==> src/rtl/ahb_master_seq_gen.sv <==
// ahb_master_seq_gen: run-time programmable AHB master step sequencer.
// Plays a DEPTH-entry table onto the master interface and counts errors.
module ahb_master_seq_gen #(
  parameter int ADDR_W      = 32,
  parameter int DATA_W      = 32,
  parameter int SLV_W       = 2,
  parameter int DEPTH       = 16,
  parameter int HOLD_CYCLES = 3,
  parameter int TIMEOUT     = 64,
  parameter int ERR_W       = 8,
  localparam int IDX_W      = $clog2(DEPTH)
) (
  input  logic              hclk,
  input  logic              hreset,
  input  logic              prog_we,
  input  logic [IDX_W-1:0]  prog_idx,
  input  logic [ADDR_W-1:0] prog_addr,
  input  logic [DATA_W-1:0] prog_data,
  input  logic [SLV_W-1:0]  prog_slv,
  input  logic              prog_wr,
  input  logic              prog_chk,
  input  logic [IDX_W:0]    num_steps,
  input  logic              loop_en,
  input  logic              start,
  input  logic              abort,
  input  logic              hgrant,
  input  logic              done,
  input  logic [DATA_W-1:0] dout,
  input  logic              hresp,
  output logic [ADDR_W-1:0] addr,
  output logic [DATA_W-1:0] din,
  output logic [SLV_W-1:0]  slv_sel_in,
  output logic              wr,
  output logic              enable,
  output logic              hbusreq_in,
  output logic              busy,
  output logic [IDX_W-1:0]  step_idx,
  output logic [ERR_W-1:0]  err_cnt,
  output logic              seq_done
);

  localparam int TW = $clog2(TIMEOUT + 1);
  localparam int HW = (HOLD_CYCLES < 2) ? 1 : $clog2(HOLD_CYCLES);
  localparam logic [TW-1:0] T_LAST = TW'(TIMEOUT - 1);
  localparam logic [TW-1:0] T_MAX = TW'(TIMEOUT);
  localparam logic [HW-1:0] H_LAST =
    HW'((HOLD_CYCLES > 0) ? HOLD_CYCLES - 1 : 0);
  localparam logic [IDX_W:0] N_MAX = (IDX_W + 1)'(DEPTH);

  typedef enum logic [1:0] {
    S_IDLE, S_REQ, S_ISSUE, S_HOLD
  } state_t;

  state_t state, state_n;

  logic [ADDR_W-1:0] t_addr [DEPTH];
  logic [DATA_W-1:0] t_data [DEPTH];
  logic [SLV_W-1:0]  t_slv  [DEPTH];
  logic              t_wr   [DEPTH];
  logic              t_chk  [DEPTH];

  logic              cur_chk, chk_n;
  logic [DATA_W-1:0] cur_exp, exp_n;
  logic [IDX_W-1:0]  last_idx, last_n;
  logic              loop_q, loop_n;
  logic [TW-1:0]     wcnt, wcnt_n;
  logic [HW-1:0]     hcnt, hcnt_n;

  logic [ADDR_W-1:0] addr_n;
  logic [DATA_W-1:0] din_n;
  logic [SLV_W-1:0]  slv_n;
  logic              wr_n, en_n, req_n, busy_n, sd_n;
  logic [IDX_W-1:0]  idx_n;
  logic [ERR_W-1:0]  err_n;

  logic [IDX_W-1:0]  ld_idx;
  logic              byp;
  logic [ADDR_W-1:0] e_addr;
  logic [DATA_W-1:0] e_data;
  logic [SLV_W-1:0]  e_slv;
  logic              e_wr, e_chk;
  logic              ns_ok, tmo;
  logic              fin, bump, adv, load, stop;

  // Table write port; frozen while a sequence is playing.
  always_ff @(posedge hclk) begin
    if (prog_we && state == S_IDLE) begin
      t_addr[prog_idx] <= prog_addr;
      t_data[prog_idx] <= prog_data;
      t_slv[prog_idx]  <= prog_slv;
      t_wr[prog_idx]   <= prog_wr;
      t_chk[prog_idx]  <= prog_chk;
    end
  end

  // Next entry fetch, forwarding a same-cycle write at start.
  always_comb begin
    ld_idx = (state == S_IDLE || step_idx == last_idx)
           ? '0 : step_idx + 1'b1;
    byp    = prog_we && state == S_IDLE && prog_idx == ld_idx;
    e_addr = byp ? prog_addr : t_addr[ld_idx];
    e_data = byp ? prog_data : t_data[ld_idx];
    e_slv  = byp ? prog_slv  : t_slv[ld_idx];
    e_wr   = byp ? prog_wr   : t_wr[ld_idx];
    e_chk  = byp ? prog_chk  : t_chk[ld_idx];
  end

  // Sequencer next-state and registered-output values.
  always_comb begin
    state_n = state;
    addr_n  = addr;
    din_n   = din;
    slv_n   = slv_sel_in;
    wr_n    = wr;
    en_n    = enable;
    req_n   = hbusreq_in;
    busy_n  = busy;
    idx_n   = step_idx;
    err_n   = err_cnt;
    sd_n    = 1'b0;
    chk_n   = cur_chk;
    exp_n   = cur_exp;
    last_n  = last_idx;
    loop_n  = loop_q;
    wcnt_n  = wcnt;
    hcnt_n  = hcnt;
    fin     = 1'b0;
    bump    = 1'b0;
    adv     = 1'b0;
    load    = 1'b0;
    stop    = 1'b0;
    ns_ok   = num_steps != '0 && num_steps <= N_MAX;
    tmo     = wcnt >= T_LAST;
    unique case (state)
      S_IDLE: begin
        if (start && ns_ok) begin
          load   = 1'b1;
          err_n  = '0;
          busy_n = 1'b1;
          last_n = IDX_W'(num_steps - 1'b1);
          loop_n = loop_en;
        end
      end
      S_REQ: begin
        if (abort) begin
          stop = 1'b1;
        end else if (hgrant) begin
          en_n    = 1'b1;
          state_n = S_ISSUE;
        end else if (tmo) begin
          fin  = 1'b1;
          bump = 1'b1;
        end
      end
      S_ISSUE: begin
        if (abort) begin
          stop = 1'b1;
        end else if (done) begin
          fin  = 1'b1;
          bump = hresp ||
                 (!wr && cur_chk && dout != cur_exp);
        end else if (tmo) begin
          fin  = 1'b1;
          bump = 1'b1;
        end
      end
      S_HOLD: begin
        if (abort) begin
          stop = 1'b1;
        end else if (hcnt == H_LAST) begin
          adv = 1'b1;
        end else begin
          hcnt_n = hcnt + 1'b1;
        end
      end
      default: state_n = S_IDLE;
    endcase
    if ((state == S_REQ || state == S_ISSUE) && wcnt != T_MAX)
      wcnt_n = wcnt + 1'b1;
    if (bump && err_cnt != '1)
      err_n = err_cnt + 1'b1;
    if (fin) begin
      en_n = 1'b0;
      if (HOLD_CYCLES == 0) begin
        adv = 1'b1;
      end else begin
        state_n = S_HOLD;
        req_n   = 1'b0;
        hcnt_n  = '0;
      end
    end
    if (adv) begin
      if (step_idx != last_idx || loop_q) begin
        load = 1'b1;
      end else begin
        state_n = S_IDLE;
        busy_n  = 1'b0;
        req_n   = 1'b0;
        sd_n    = 1'b1;
      end
    end
    if (load) begin
      state_n = S_REQ;
      req_n   = 1'b1;
      idx_n   = ld_idx;
      addr_n  = e_addr;
      din_n   = e_wr ? e_data : '0;
      slv_n   = e_slv;
      wr_n    = e_wr;
      chk_n   = e_chk;
      exp_n   = e_data;
      wcnt_n  = '0;
    end
    if (stop) begin
      state_n = S_IDLE;
      en_n    = 1'b0;
      req_n   = 1'b0;
      busy_n  = 1'b0;
    end
  end

  // State and output registers.
  always_ff @(posedge hclk) begin
    if (hreset) begin
      state      <= S_IDLE;
      addr       <= '0;
      din        <= '0;
      slv_sel_in <= '0;
      wr         <= 1'b0;
      enable     <= 1'b0;
      hbusreq_in <= 1'b0;
      busy       <= 1'b0;
      step_idx   <= '0;
      err_cnt    <= '0;
      seq_done   <= 1'b0;
      cur_chk    <= 1'b0;
      cur_exp    <= '0;
      last_idx   <= '0;
      loop_q     <= 1'b0;
      wcnt       <= '0;
      hcnt       <= '0;
    end else begin
      state      <= state_n;
      addr       <= addr_n;
      din        <= din_n;
      slv_sel_in <= slv_n;
      wr         <= wr_n;
      enable     <= en_n;
      hbusreq_in <= req_n;
      busy       <= busy_n;
      step_idx   <= idx_n;
      err_cnt    <= err_n;
      seq_done   <= sd_n;
      cur_chk    <= chk_n;
      cur_exp    <= exp_n;
      last_idx   <= last_n;
      loop_q     <= loop_n;
      wcnt       <= wcnt_n;
      hcnt       <= hcnt_n;
    end
  end

endmodule

==> config.mk <==
export PLATFORM = sky130hd
export DESIGN_NAME = ahb_master_seq_gen
export DESIGN_NICKNAME = d
export VERILOG_FILES = /design/src/rtl/ahb_master_seq_gen.sv
export SDC_FILE = /design/constraint.sdc
export NUM_CORES = 2
export LEC_CHECK = 0
export CAP_MARGIN = 0
export CORE_UTILIZATION = 55
export DETAILED_ROUTE_END_ITERATION = 8
export PLACE_DENSITY = 0.76
export SLEW_MARGIN = 20
export SYNTH_ARGS = -nofsm -noshare
export SYNTH_HDL_FRONTEND = slang
export SYNTH_SLANG_ARGS = --single-unit
==> constraint.sdc <==
create_clock -name hclk -period 7.4 [get_ports hclk]
set_clock_uncertainty 0.15 [all_clocks]
set_input_delay 1.48 -clock hclk [delete_from_list [all_inputs] [get_ports hclk]]
set_output_delay 1.48 -clock hclk [all_outputs]
set_load 0.01 [all_outputs]
==> Yosys cells after proc, flatten, opt, wreduce, memory -nomap -nowiden <==
Memory sizes are Yosys's and may differ from the RTL's. A register that Yosys moved wholly into a read port is not among the register bits.
Cells that the tools add are included.
{ "word_totals": {"reg_bits": 97, "mem_bits_rw": 1088, "in_bits": 118, "out_inout_bits": 83, "elab_cells": 111, "n_memories": 5} }
{ "classes": {"add_sub_neg": 5, "magnitude_cmp": 2, "eq_ne": 10, "mux": 43, "n_bitwise": 3, "reduce_logical": 28} }
{ "memory_table": {"columns": ["name", "depth", "width", "read_ports", "rd_clocked_by_memory_dff", "write_ports", "line_no", "rtl"], "rows": [
  ["t_addr", 16, 32, 1, 1, 1, "56", "logic [ADDR_W-1:0] t_addr [DEPTH];"],
  ["t_data", 16, 32, 1, 0, 1, "57", "logic [DATA_W-1:0] t_data [DEPTH];"],
  ["t_slv", 16, 2, 1, 1, 1, "58", "logic [SLV_W-1:0] t_slv [DEPTH];"],
  ["t_chk", 16, 1, 1, 1, 1, "60", "logic t_chk [DEPTH];"],
  ["t_wr", 16, 1, 1, 0, 1, "59", "logic t_wr [DEPTH];"]
]} }
{ "ops": {"columns": ["cell", "count"], "rows": [
  ["2-to-1 mux 32 bit", 2],
  ["inequality test 32 bit", 1],
  ["2-to-1 mux 1 bit", 29],
  ["2-to-1 mux 8 bit", 3],
  ["2-to-1 mux 2 bit", 6],
  ["OR reduction 3 bit", 3],
  ["adder 8 x 1 -> 8 bit, second input constant", 1],
  ["equality test 4 bit", 2],
  ["logical AND 1 bit", 8],
  ["inequality test 8 bit, second input constant", 1],
  ["OR reduction 2 bit", 4],
  ["adder 7 x 1 -> 7 bit, second input constant", 1],
  [">= comparator 7 x 6 -> 1 bit, second input constant", 1],
  ["inequality test 7 bit, second input constant", 1],
  ["equality test 2 bit, second input constant", 3],
  ["AND reduction 3 bit", 2],
  ["less-or-equal comparator 5 bit, second input constant", 1],
  ["nonzero test 5 bit", 1],
  ["adder 4 x 1 -> 4 bit, second input constant", 1],
  ["logical OR 1 bit", 4],
  ["2-to-1 mux 4 bit", 1],
  ["inequality test 4 bit", 1],
  ["case mux 1 bit (2 select lines)", 2],
  ["AND reduction 2 bit", 2],
  ["other kinds (7)", 10]
]} }

==> Logic depth before layout (Yosys ltp) <==
{ "depth": {"word_depth": 10, "ltp_mapped": 12, "ltp_nobuf": 10} }

==> Least setup slack after synthesis <==
OpenSTA, ideal clock, no wires.
{ "synth_path": {"path_kind": "input port to flip-flop", "start": "in prog_idx[2]", "end": "mem t_addr[8][0] (enable)", "setup_ns": 0.578, "t_arrival_ns": 6.354, "required_time_ns": 6.672, "setup_slack_ns": 0.318, "cell_stages": 2, "n_path_buf": 0, "cell_sequence": "nand4b_1 nor3_1"} }
{ "synth_rtl": {"columns": ["item", "line_no", "rtl"], "rows": [
  ["start: declaration", "16", "input logic [IDX_W-1:0] prog_idx,"],
  ["end: declaration", "56", null]
]} }
No word-level cell before the write port.

==> Worst setup path after layout <==
{ "layout_path": {"start": "reg step_idx[0]", "end": "reg cur_exp[10]"} }
{ "layout_between": {"elab_chain_cells": 6, "elab_cells_between_ends": 12, "cone_classes": "add/sub: 1; eq/ne: 3; mux: 4; reduce/logical: 3; memory: 1"} }
{ "layout_lines": {"columns": ["item", "line_no", "rtl"], "rows": [
  ["start: declaration", "37", "output logic [IDX_W-1:0] step_idx,"],
  ["start signal: assignment", "251", "step_idx <= idx_n;"],
  ["parallel branches: the longest is 6 deep, another holds memory (16 x 32 bit)", null, null],
  ["end signal: assignment", "255", "cur_exp <= exp_n;"],
  ["end: declaration", "63", "logic [DATA_W-1:0] cur_exp, exp_n;"]
]} }
Parallel ways; which one is timed is not known.
A chain may end at the register's enable or synchronous reset.

==> run summary <==
For this run, design rule violations remaining after detail routing come to 0. The overall die area is 88600 µm². The ratio of final minimum period to clock period is 66.8%. The setup-violating endpoint count in the final report is 0. The number of cells on the worst hold path is 2. The flow ran to the end, and the final reports show no timing, DRC or antenna violations. The cell total after placement is 4457. The total overflow left after global routing is 0.

The effective utilization at floorplan came out at 55.4%. The worst hold path terminates at din[1]$_SDFFE_PP0P_. Across all hold checks on the routed design, the worst slack comes to 308 ps. The CTS buffer count is 114. The number of cell instances on the worst register-to-register path came out at 9. The final standard cell count with taps included and fillers excluded is 4677. The number of buffers added on ports came out at 200. The vertical die dimension is 298 µm. The mean instance size in the synthesized netlist is 14.6 µm². The worst voltage drop across the vdd grid is 0.000208 V. STA classifies the critical path startpoint as a register. The total number of clock tree sinks came out at 1220. The proportion of netlist area held by the largest area contributor came out at 67.9%. The clock latency on the worst-skew pair came out at 710 ps.

The maximum fanout count along the critical path is 136. The final net count came out at 3547. The power per cell area is 260 nW/µm². The sequential fraction of the synthesis area is 73.4%. The analysis attributes to cell leakage a power of 0.0172 µW.

The synthesis warning total came out at 0. sky130_fd_sc_hd__edfxtp_1 takes more of the synthesized area than any other cell. Walking the worst path, the cells encountered are ha_1 > xnor2_2 > nor2_1 > nand2_8 > buf_4 > o221ai_1 > a31oi_1 > a2111oi_2 > o41ai_1.

The critical path is of the reg -> reg type. Setup repair after global routing left no endpoint under its margin. The required time reported for the critical path endpoint is 7840 ps.

The reg2reg setup slack came out at 2460 ps. The total nets after synthesis is 3433. The count of hold buffers inserted by post-cts repair came out at 0. The combined global-route utilization of all metal layers came out at 28.7%. The min-delay analysis places its worst path in the category reg -> reg. The number of rows in the core area is 108. Sorting the synthesized cells by area gives the leading types as sky130_fd_sc_hd__edfxtp_1 68%, sky130_fd_sc_hd__dfxtp_1 5.5%, sky130_fd_sc_hd__o221ai_1 5.3%.

Of the cells placed in the final design, the portion with a size suffix greater than 1 is 8.93%. Post-CTS timing repair inserted 0 buffers for setup. The first global-routing pass estimated 192000 µm of wire. Counting along the longest clock path gives a buffer depth of 3. In the synthesized netlist the dominant register cell turns out to be sky130_fd_sc_hd__edfxtp_1. The startpoint of the most critical setup path is step_idx[0]$_SDFFE_PP0P_. The worst setup path is captured at a register. Routability-driven placement finished with a final weighted congestion of 0.800. The start of the worst register-to-register path is step_idx[0]$_SDFFE_PP0P_.

The transition time of the tightest slew-check pin is 1360 ps. The number of detailed-route iterations in the first pass is 6. The sum of negative setup slack came out at 0 ps. The area growth from synthesis to layout is 13.6%. The final design area excluding fillers is 54600 µm². The category of cells accounting for the largest share of critical-path delay is compound AO/OA/AOI/OAI gates. The HPWL after detailed placement is 65700 µm. The flip-flop and latch count after synthesis is 1220. The final number of max-transition violations is 0. The slowest stage of the critical path is the sky130_fd_sc_hd__dfxtp_4 cell.

The total count of hold-check failures in the final report came out at 0. The area of placed instances came out at 50900 µm². The CTS clock-pin slew for the worst setup and hold paths is 60 ps. The quantity of gates resized following cts came out at 0. The maximum level of the CTS H-tree came out at 3. The area of the mapped netlist came out at 48100 µm². TritonCTS built the clock tree.

The proportion of synthesized flip-flops having asynchronous set or reset is 0%. The count of nets left with antenna violations after detail routing came out at 0. The initial antenna violation count was 6. The library cells used most frequently in the layout, excluding fill and tap cells, are 1088 x sky130_fd_sc_hd__edfxtp_1, 425 x sky130_fd_sc_hd__nand2_1, 292 x sky130_fd_sc_hd__o221ai_1.

Counting flops with a built-in enable in the synthesized netlist gives 1088. The number of standard cells after synthesis is 3304. The via count of the first global-routing pass is 30.7k. The post-place setup slack came out at 1920 ps. The data arrival time of the critical path came out at 5380 ps. The endpoint identified for the worst register-to-register timing path is cur_exp[10]$_SDFFE_PP0P_. In this design, the stage delay of the slowest critical-path cell is 980 ps.

The minimum clock period after layout came out at 4940 ps. The final setup slack of the worst path is 2460 ps. The number of buffers and inverters on the critical path is 1. The number of unique standard cell types used by synthesis is 74. The max-capacitance violation count came out at 0.

The chip width came out at 298 µm. The via count came out at 31.2k. The mean number of vias per cell came out at 6.67.

After detailed routing, the average wire length per cell comes to 27.6 µm. In this run the clock root is driven by a sky130_fd_sc_hd__clkbuf_16. The library cell used most frequently in the layout, excluding fill and tap cells, is sky130_fd_sc_hd__edfxtp_1. The normalized max-slew margin is 9.10%. The DRC violation total after the first TritonRoute iteration is 4296. The startpoint of the worst hold path is din[1]$_SDFFE_PP0P_.

The core region is 86800 µm². The total wire length came out at 129000 µm. Timing would allow up to 202 MHz. The number of top-level pins came out at 201. Entering global routing, the biggest net connects 175 pins.
[Yosys cell counts, types with 4 or more instances]
library cell                instances
sky130_fd_sc_hd__inv_1             13
sky130_fd_sc_hd__buf_1             17
sky130_fd_sc_hd__nor3_1            42
sky130_fd_sc_hd__clkbuf_1          92
sky130_fd_sc_hd__a211oi_1          11
sky130_fd_sc_hd__nand3_1          288
sky130_fd_sc_hd__or3_1             39
sky130_fd_sc_hd__a2111oi_2         29
sky130_fd_sc_hd__a31oi_1           60
sky130_fd_sc_hd__xnor2_2            4
sky130_fd_sc_hd__buf_6             12
sky130_fd_sc_hd__dfxtp_1          132
sky130_fd_sc_hd__o31ai_1           32
sky130_fd_sc_hd__nor3b_1            6
sky130_fd_sc_hd__mux2i_1           41
sky130_fd_sc_hd__edfxtp_1        1088
sky130_fd_sc_hd__nand2_1          426
sky130_fd_sc_hd__a21oi_1          140
sky130_fd_sc_hd__buf_2            110
sky130_fd_sc_hd__nand2b_1           8
sky130_fd_sc_hd__o21ai_0           12
sky130_fd_sc_hd__o41ai_1           20
sky130_fd_sc_hd__xor2_1             4
sky130_fd_sc_hd__o221ai_1         292
sky130_fd_sc_hd__nor2b_1            4
sky130_fd_sc_hd__xnor2_1           40
sky130_fd_sc_hd__and3_1             8
sky130_fd_sc_hd__buf_4             27
sky130_fd_sc_hd__nand3b_1          37
sky130_fd_sc_hd__o211ai_1          34
sky130_fd_sc_hd__o41ai_2           11
sky130_fd_sc_hd__nand4_1           11
sky130_fd_sc_hd__ha_1              11
sky130_fd_sc_hd__o221ai_2           5
sky130_fd_sc_hd__a41oi_1           35
sky130_fd_sc_hd__nor2_1           111
[how the worst max path moves through the flow]
stage,end,slack (ps),depth (start not counted)
global route,cur_exp[9]$_SDFFE_PP0P_,2260,9
global placement,cur_exp[8]$_SDFFE_PP0P_,2010,8
floorplan,t_addr[8][0]$_DFFE_PP_,320,2
CTS,cur_exp[14]$_SDFFE_PP0P_,2500,8
finish,cur_exp[10]$_SDFFE_PP0P_,2460,9
detailed placement,din[18]$_SDFFE_PP0P_,1920,10
[worst register-to-register path: cells and delay by family, from the launching register on]
kind | cells | cell delay, ps
AO/OA/AOI/OAI | 4 | 1080
AND/OR/NAND/NOR | 2 | 1040
flip-flops | 1 | 980
buffers and inverters | 1 | 960
adder cells (fa/ha/maj) | 1 | 340
XOR/XNOR | 1 | 300
[state kept, by name, summed over array words and instances (netlist names), 4 cells and up]
register,flops
din,32
wcnt,7
cur_exp,32
t_slv,32
addr,32
err_cnt,8
t_wr,16
t_addr,512
t_data,512
step_idx,4
t_chk,16
last_idx,4
[per-stage QoR]
stage | utilization (%) | power [µW]
3_5_place_dp | 58.7 | 8570
5_1_grt | 63.0 | 14600
4_1_cts | 63.0 | 14300
3_3_place_gp | 58.7 | 8550
6_report | 63.0 | 14200
2_1_floorplan | - | 8190
[area by class of cell]
cell class                 instances  area [µm²]
sequential                      1220       35300
fill                            6052       32100
multi-input combinational       1810       11600
clock buffer                     153        3090
timing repair buffer             259        2470
tap                             1155        1450
clock inverter                    60         633
inverter                          13        53.8
antenna                            7        17.5
[metal layers]
| metal | global-route usage, % | part of all wire [%] | vias to the layer above |
|---|---|---|---|
| met5 | 0 | 0 | - |
| met4 | 11.5 | 3.5 | 0 |
| met3 | 5.11 | 11 | 294 |
| met2 | 46.3 | 48 | 2005 |
| met1 | 38.9 | 37 | 15586 |
| li1 | - | - | 13321 |
[cells by family after synthesis]
logic type                 share of synthesized area [%]
muxes                                              0.877
adders and majority gates                          0.286
xor gates and xnor gates                           0.994
DFF                                                 73.4
and+or+nand+nor                                     9.57
AOI/OAI and AO/OA                                   12.0
buffers and inverters                               2.85
[report_power, final]
group          switching [µW]  total (µW)  internal [µW]
combinational             511         758            247
sequential               66.2        7680           7620
clock                    2530        5790           3260
total                    3110       14200          11100
Note: power is estimated with default switching activity, not from simulation.
